## config.mk

```make
export PLATFORM = sky130hd
export DESIGN_NAME = pipeline_hazard_ctrl
export DESIGN_NICKNAME = d
export VERILOG_FILES = /design/src/rtl/pipeline_hazard_ctrl.sv
export SDC_FILE = /design/constraint.sdc
export NUM_CORES = 1
export LEC_CHECK = 0
export CAP_MARGIN = 10
export CORE_MARGIN = 2
export CORE_UTILIZATION = 47
export DETAILED_ROUTE_END_ITERATION = 10
export MAX_ROUTING_LAYER = met4
export PLACE_DENSITY_LB_ADDON = 0.3
export SETUP_SLACK_MARGIN = 0.5
export SLEW_MARGIN = 20
export SYNTH_ARGS = -nofsm -noshare
export SYNTH_HDL_FRONTEND = slang
export SYNTH_SLANG_ARGS = --single-unit
```

## constraint.sdc

```tcl
create_clock -name clk -period 2.64 [get_ports clk]
set_clock_uncertainty 0.2 [all_clocks]
set_input_delay 0.66 -clock clk [delete_from_list [all_inputs] [get_ports clk]]
set_output_delay 0.66 -clock clk [all_outputs]
set_load 0.05 [all_outputs]
```

## src/rtl/pipeline_hazard_ctrl.sv

```systemverilog
// Stall/flush arbiter for an N-stage in-order pipeline.
// It adds load-use bubbles, defers redirects that arrive during a memory stall,
// runs a memory-wait watchdog, and keeps performance counters.
module pipeline_hazard_ctrl #(
    parameter int NUM_STAGES     = 5,
    parameter int HAZARD_STAGE   = 2,
    parameter int FLUSH_DEPTH    = 2,
    parameter int TIMEOUT_CYCLES = 1024,
    parameter int CNT_W          = 32
) (
    input  logic                  clk,
    input  logic                  reset,
    input  logic                  branch_req,
    input  logic                  load_use_req,
    input  logic                  imem_busy,
    input  logic                  dmem_busy,
    input  logic                  clr_perf,
    output logic [NUM_STAGES-1:0] stall_o,
    output logic [NUM_STAGES-1:0] flush_o,
    output logic                  redirect_pending_o,
    output logic                  timeout_o,
    output logic [CNT_W-1:0]      stall_cycles_o,
    output logic [CNT_W-1:0]      flush_events_o
);

    localparam bit                WD_EN  = (TIMEOUT_CYCLES > 0);
    localparam int                WD_W   = WD_EN ? $clog2(TIMEOUT_CYCLES + 1) : 1;
    localparam logic [WD_W-1:0]   WD_MAX = WD_EN ? WD_W'(TIMEOUT_CYCLES) : '0;

    // Reject parameter sets that would index outside the stage vector
    generate
        if (HAZARD_STAGE < 1 || HAZARD_STAGE > NUM_STAGES - 2) begin : g_bad_hazard
            $error("pipeline_hazard_ctrl: HAZARD_STAGE out of range");
        end
        if (FLUSH_DEPTH < 1 || FLUSH_DEPTH > NUM_STAGES - 2) begin : g_bad_flush
            $error("pipeline_hazard_ctrl: FLUSH_DEPTH out of range");
        end
        if (TIMEOUT_CYCLES < 0) begin : g_bad_timeout
            $error("pipeline_hazard_ctrl: TIMEOUT_CYCLES must be non-negative");
        end
    endgenerate

    typedef enum logic {IDLE, PENDING} pend_state_t;

    pend_state_t     state, state_nxt;
    logic            mem_busy;
    logic            redirect;
    logic            fire_redirect;
    logic [WD_W-1:0] wd_cnt;

    assign mem_busy           = imem_busy | dmem_busy;
    assign redirect           = branch_req | (state == PENDING);
    assign redirect_pending_o = (state == PENDING);

    // Priority arbitration: memory stall, then redirect flush, then load-use bubble
    always_comb begin
        stall_o       = '0;
        flush_o       = '0;
        fire_redirect = 1'b0;
        if (mem_busy) begin
            stall_o = '1;
        end else if (redirect) begin
            // Any load-use hit this cycle is on the wrong path, so it is dropped.
            fire_redirect = 1'b1;
            for (int k = 0; k < NUM_STAGES; k++) begin
                if (k <= FLUSH_DEPTH) flush_o[k] = 1'b1;
            end
        end else if (load_use_req) begin
            for (int k = 0; k < NUM_STAGES; k++) begin
                if (k < HAZARD_STAGE) stall_o[k] = 1'b1;
            end
            flush_o[HAZARD_STAGE] = 1'b1;
        end
    end

    // Pending redirect: hold a branch caught under a memory stall until the stall clears.
    always_comb begin
        state_nxt = state;
        case (state)
            IDLE:    if (branch_req && mem_busy) state_nxt = PENDING;
            PENDING: if (!mem_busy)              state_nxt = IDLE;
            default: state_nxt = IDLE;
        endcase
    end

    // Pending state register
    always_ff @(posedge clk or posedge reset) begin
        if (reset) state <= IDLE;
        else       state <= state_nxt;
    end

    // Watchdog: counts consecutive busy cycles; the timeout flag is sticky until reset.
    always_ff @(posedge clk or posedge reset) begin
        if (reset) begin
            wd_cnt    <= '0;
            timeout_o <= 1'b0;
        end else begin
            if (!mem_busy || !WD_EN)  wd_cnt <= '0;
            else if (wd_cnt != WD_MAX) wd_cnt <= wd_cnt + WD_W'(1);
            // The flag rises on the same edge that the count reaches the limit.
            if (WD_EN && mem_busy && (wd_cnt >= WD_MAX - WD_W'(1))) timeout_o <= 1'b1;
        end
    end

    // Performance counters: they wrap freely, and a clear beats a same-cycle increment.
    always_ff @(posedge clk or posedge reset) begin
        if (reset) begin
            stall_cycles_o <= '0;
            flush_events_o <= '0;
        end else if (clr_perf) begin
            stall_cycles_o <= '0;
            flush_events_o <= '0;
        end else begin
            if (|stall_o)      stall_cycles_o <= stall_cycles_o + CNT_W'(1);
            if (fire_redirect) flush_events_o <= flush_events_o + CNT_W'(1);
        end
    end

endmodule

```

==> key figures <==
STA
  • Worst-Margin Slew: 0.606 ns
  • Final setup vio count: 0
  • Fin crit period: roughly 2.4 ns
  • Max-slew violations: 0
  • Final Hold Fails: 0
  • Fmax: 0.422 GHz
  • Relative slew slack: approximately three fifths
  • Period utilisation layout: between 80 and 90%
  • Setup ws final: ~0.27 ns
  • Fin Hold WS: around 0.27 ns
  • Unrepaired setup endpoints after global routing: true

Floorplan
  • Total I/O pin count: 83
  • Starting density of the core: roughly half
  • Total Die Area: between 9000 and 10000 sq um
  • Die Width: about 97 microns
  • Die Y: about 97 microns
  • Core area: roughly 8300 sq um
  • Row count: 33

Worst setup path
  • R2R cell count: 7
  • R2R setup slack: roughly 0.4 ns
  • Crit path max fanout: 4
  • Slowest-stage cell, CP: or2_4
  • Largest stage delay, worst path: 0.23 ns
  • Reg-to-Reg End: stall_cycles_o[16]$_DFFE_PP0P_
  • Setup crit end kind: output port
  • Critical Path AT: 1.51 ns
  • Beginning of the worst register-to-register path: redirect_pending_o$_DFF_PP0_
  • Worst EP required: ~1.8 ns
  • Most used cell, CP: buf_6
  • Crit path cell chain: buf_6 > buf_6 > or2_4 > buf_6 > nand2_8 > nand2_4 > buf_12
  • Setup crit start kind: input pin
  • Critical path class: in2out

Min path
  • Hold Crit Start: timeout_o$_DFFE_PP0P_
  • Worst Hold Depth: 1
  • Hold WC Path Type: reg2reg
  • Hold EP: timeout_o$_DFFE_PP0P_

Routing
  • Overall via count from detail_route: 3778
  • Initial DRC Count: 264
  • Pre-Repair DR Iteration Count: 5
  • Routed WL: 11400 microns
  • DRC: 0
  • Remaining antenna violation count: 0
  • Via-to-Cell Ratio: ~5.7
  • WL/cell: 17.2 microns

Global route
  • Number of global-route vias before repair: ~3700
  • Largest net degree at the start of global routing: 78
  • GRT Util Overall: about a quarter
  • Aggregate global routing overflow: 0
  • Initial antenna violation count: 0
  • First-pass GRT wire length: ~18000 microns

Yosys
  • Synth area leader: dfrtp_1
  • Seq cells post-synth: 77
  • Area share of the largest cell type after synthesis: 47.6%
  • Syn Std Cell Area: about 4000 sq um
  • Post-synth EDFFs: 0
  • Distinct cells, synth: 42
  • Synth Flop Type: dfrtp_1
  • Synth top area cells: dfrtp_1 (48%), nor2_1 (7.5%), xnor2_1 (6.9%)
  • Avg Inst Size Synth: 9.24 sq um
  • Part of the Yosys area used for sequential elements: between 40% and 50%
  • Synth warnings: 0
  • Ys async rst share: 100%
  • Cell count after synthesis: approximately 440

CTS
  • CTS Hold Buffers Added: 0
  • CTS Buffer Depth: 2
  • # H-tree levels: 3
  • Num CTS Buffers: 9
  • Sinks on Clock Net: between 70 and 80
  • CTS tree: yes
  • Root Driver: clkbuf_8
  • Clock Latency Late Sink: between 0.3 and 0.4 ns
  • Clock Pin Slew Worst Setup and Hold Paths: 0.09 ns

Flow run
  • Number of max-cap violations: 0

Power
  • Logic pwr share: between 10% and 20%
  • Leak Pwr: 2.39 nW
  • Max IR drop VDD: slightly below 0.0004 V
  • Psw: ~0.71 mW
  • Sequential share of power: roughly 46%
  • Power per cell area: roughly 480 nW/um^2
  • Cell Int Power: 2.06 mW
  • Switching portion of total power: roughly a quarter
  • Clk network pwr share: between 40% and 50%

Final layout
  • Area grow syn2layout: 44.0%
  • Diodes inserted: 0
  • Most common cell after layout, fill and taps aside: nor2_1
  • Utilization after layout: between 70% and 80%
  • Final net count: 567
  • Commonest non-fill, non-tap cells in the layout: nor2_1 (81), dfrtp_1 (53), clkdlybuf4s15_2 (36), xnor2_1 (31), buf_4 (31)
  • Reg area: a little under 2000 sq um
  • Share of layout cells above drive strength 1: 37.1%
  • Area of the multi-input gates: 2240 sq um
  • Fillers: 589

Outcome
  • Status: finished, final reports clean

Placed design
  • DP HPWL: 7050 microns
  • Port bufs: 80
  • Gpl congestion: just over 0.9
  • Worst slack at placement: -0.280 ns
[worst max-delay path by stage]
| stage | cells past startpoint | startpoint | endpoint | slack, ns |
|---|---|---|---|---|
| after floorplan | 4 | branch_req | stall_o[1] | 0.25 |
| after global placement | 7 | load_use_req | stall_cycles_o[16]$_DFFE_PP0P_ | -0.21 |
| after detailed placement | 7 | load_use_req | stall_cycles_o[16]$_DFFE_PP0P_ | -0.28 |
| after CTS | 7 | branch_req | flush_o[2] | 0.23 |
| after global routing | 7 | branch_req | flush_o[2] | 0.26 |
| final | 7 | branch_req | flush_o[2] | 0.27 |
[cells in the mapped netlist (2+ instances only)]
master    number
nand4_1       24
ha_1           4
mux2_1         3
a21oi_1       11
buf_2          2
dfrtp_1       77
buf_1          2
and2_1         3
nand2_1       36
nand3_1       31
or2_1          3
buf_4          8
nor2_1        81
nor2b_1        4
o21ai_0        4
inv_1         10
a21o_1         2
xor2_1        30
and4_1         5
nor3_1        13
a211oi_2       2
nor4_1        19
xnor2_1       32
nor4_2         2
or3_1          4
clkbuf_1       6
and3_1         5
[stage by stage]
step	setup TNS, ns	instances	instance area, sq um	total power, mW
detailed placement	-7.02	633	5240	1.60
floorplan	0	439	4170	1.49
global route	0	666	5830	2.88
CTS	0	658	5730	2.77
finish	0	666	5830	2.77
global placement	-5.83	633	5240	1.59
[power by group through the flow]
stage,logic [mW],clock network [mW],registers [mW]
6_report,0.345,1.17,1.26
4_1_cts,0.339,1.17,1.26
5_1_grt,0.374,1.24,1.27
2_1_floorplan,0.179,0,1.31
3_3_place_gp,0.303,0,1.28
3_5_place_dp,0.311,0,1.28
[per-layer routing]
metal  up-vias  global-route usage [%]  share of wire (%)
li1       1734                       -                  -
met1      1884                    32.2                 42
met2       137                    38.5                 51
met3        23                    3.03                4.8
met4         0                    8.78                1.9
met5         -                       -                  0
[worst max-delay path, delay by kind of cell]
| family | cells | cell delay, ns |
|---|---|---|
| buffers and inverters | 4 | 0.47 |
| AND/OR/NAND/NOR | 3 | 0.37 |
[layout make-up]
type / instances / area share [%]
Clock buffer: 9 / 2.12
Timing Repair Buffer: 125 / 20.3
Sequential cell: 77 / 33.6
Multi-Input combinational cell: 332 / 38.5
Clock inverter: 7 / 2.36
Inverter: 11 / 0.944
Tap cell: 105 / 2.25
[flip-flops by register name, indices dropped and copies added (netlist names)]
name,flops
flush_events_o,32
redirect_pending_o,1
stall_cycles_o,32
timeout_o,1
wd_cnt,11
[cells by family after synthesis]
family | Yosys count | share of synthesized area, %
muxes | 4 | 1.11
other | 1 | 0.0926
buffers and inverters | 30 | 3.77
xor gates and xnor gates | 62 | 13.4
DFF | 77 | 47.6
AOI/OAI and AO/OA | 22 | 3.68
and+or+nand+nor | 238 | 29.1
adders and majority gates | 4 | 1.24
[what timing repair did]
item | CTS | global route
gates cloned | 0 | 0
setup endpoints to repair | 131 | 68
buffers inserted | 9 | 8
pin swaps | 12 | 22
endpoints found under the hold margin | 0 | 0
gates resized for setup | 217 | 61
(Power assumes the default switching activity.)
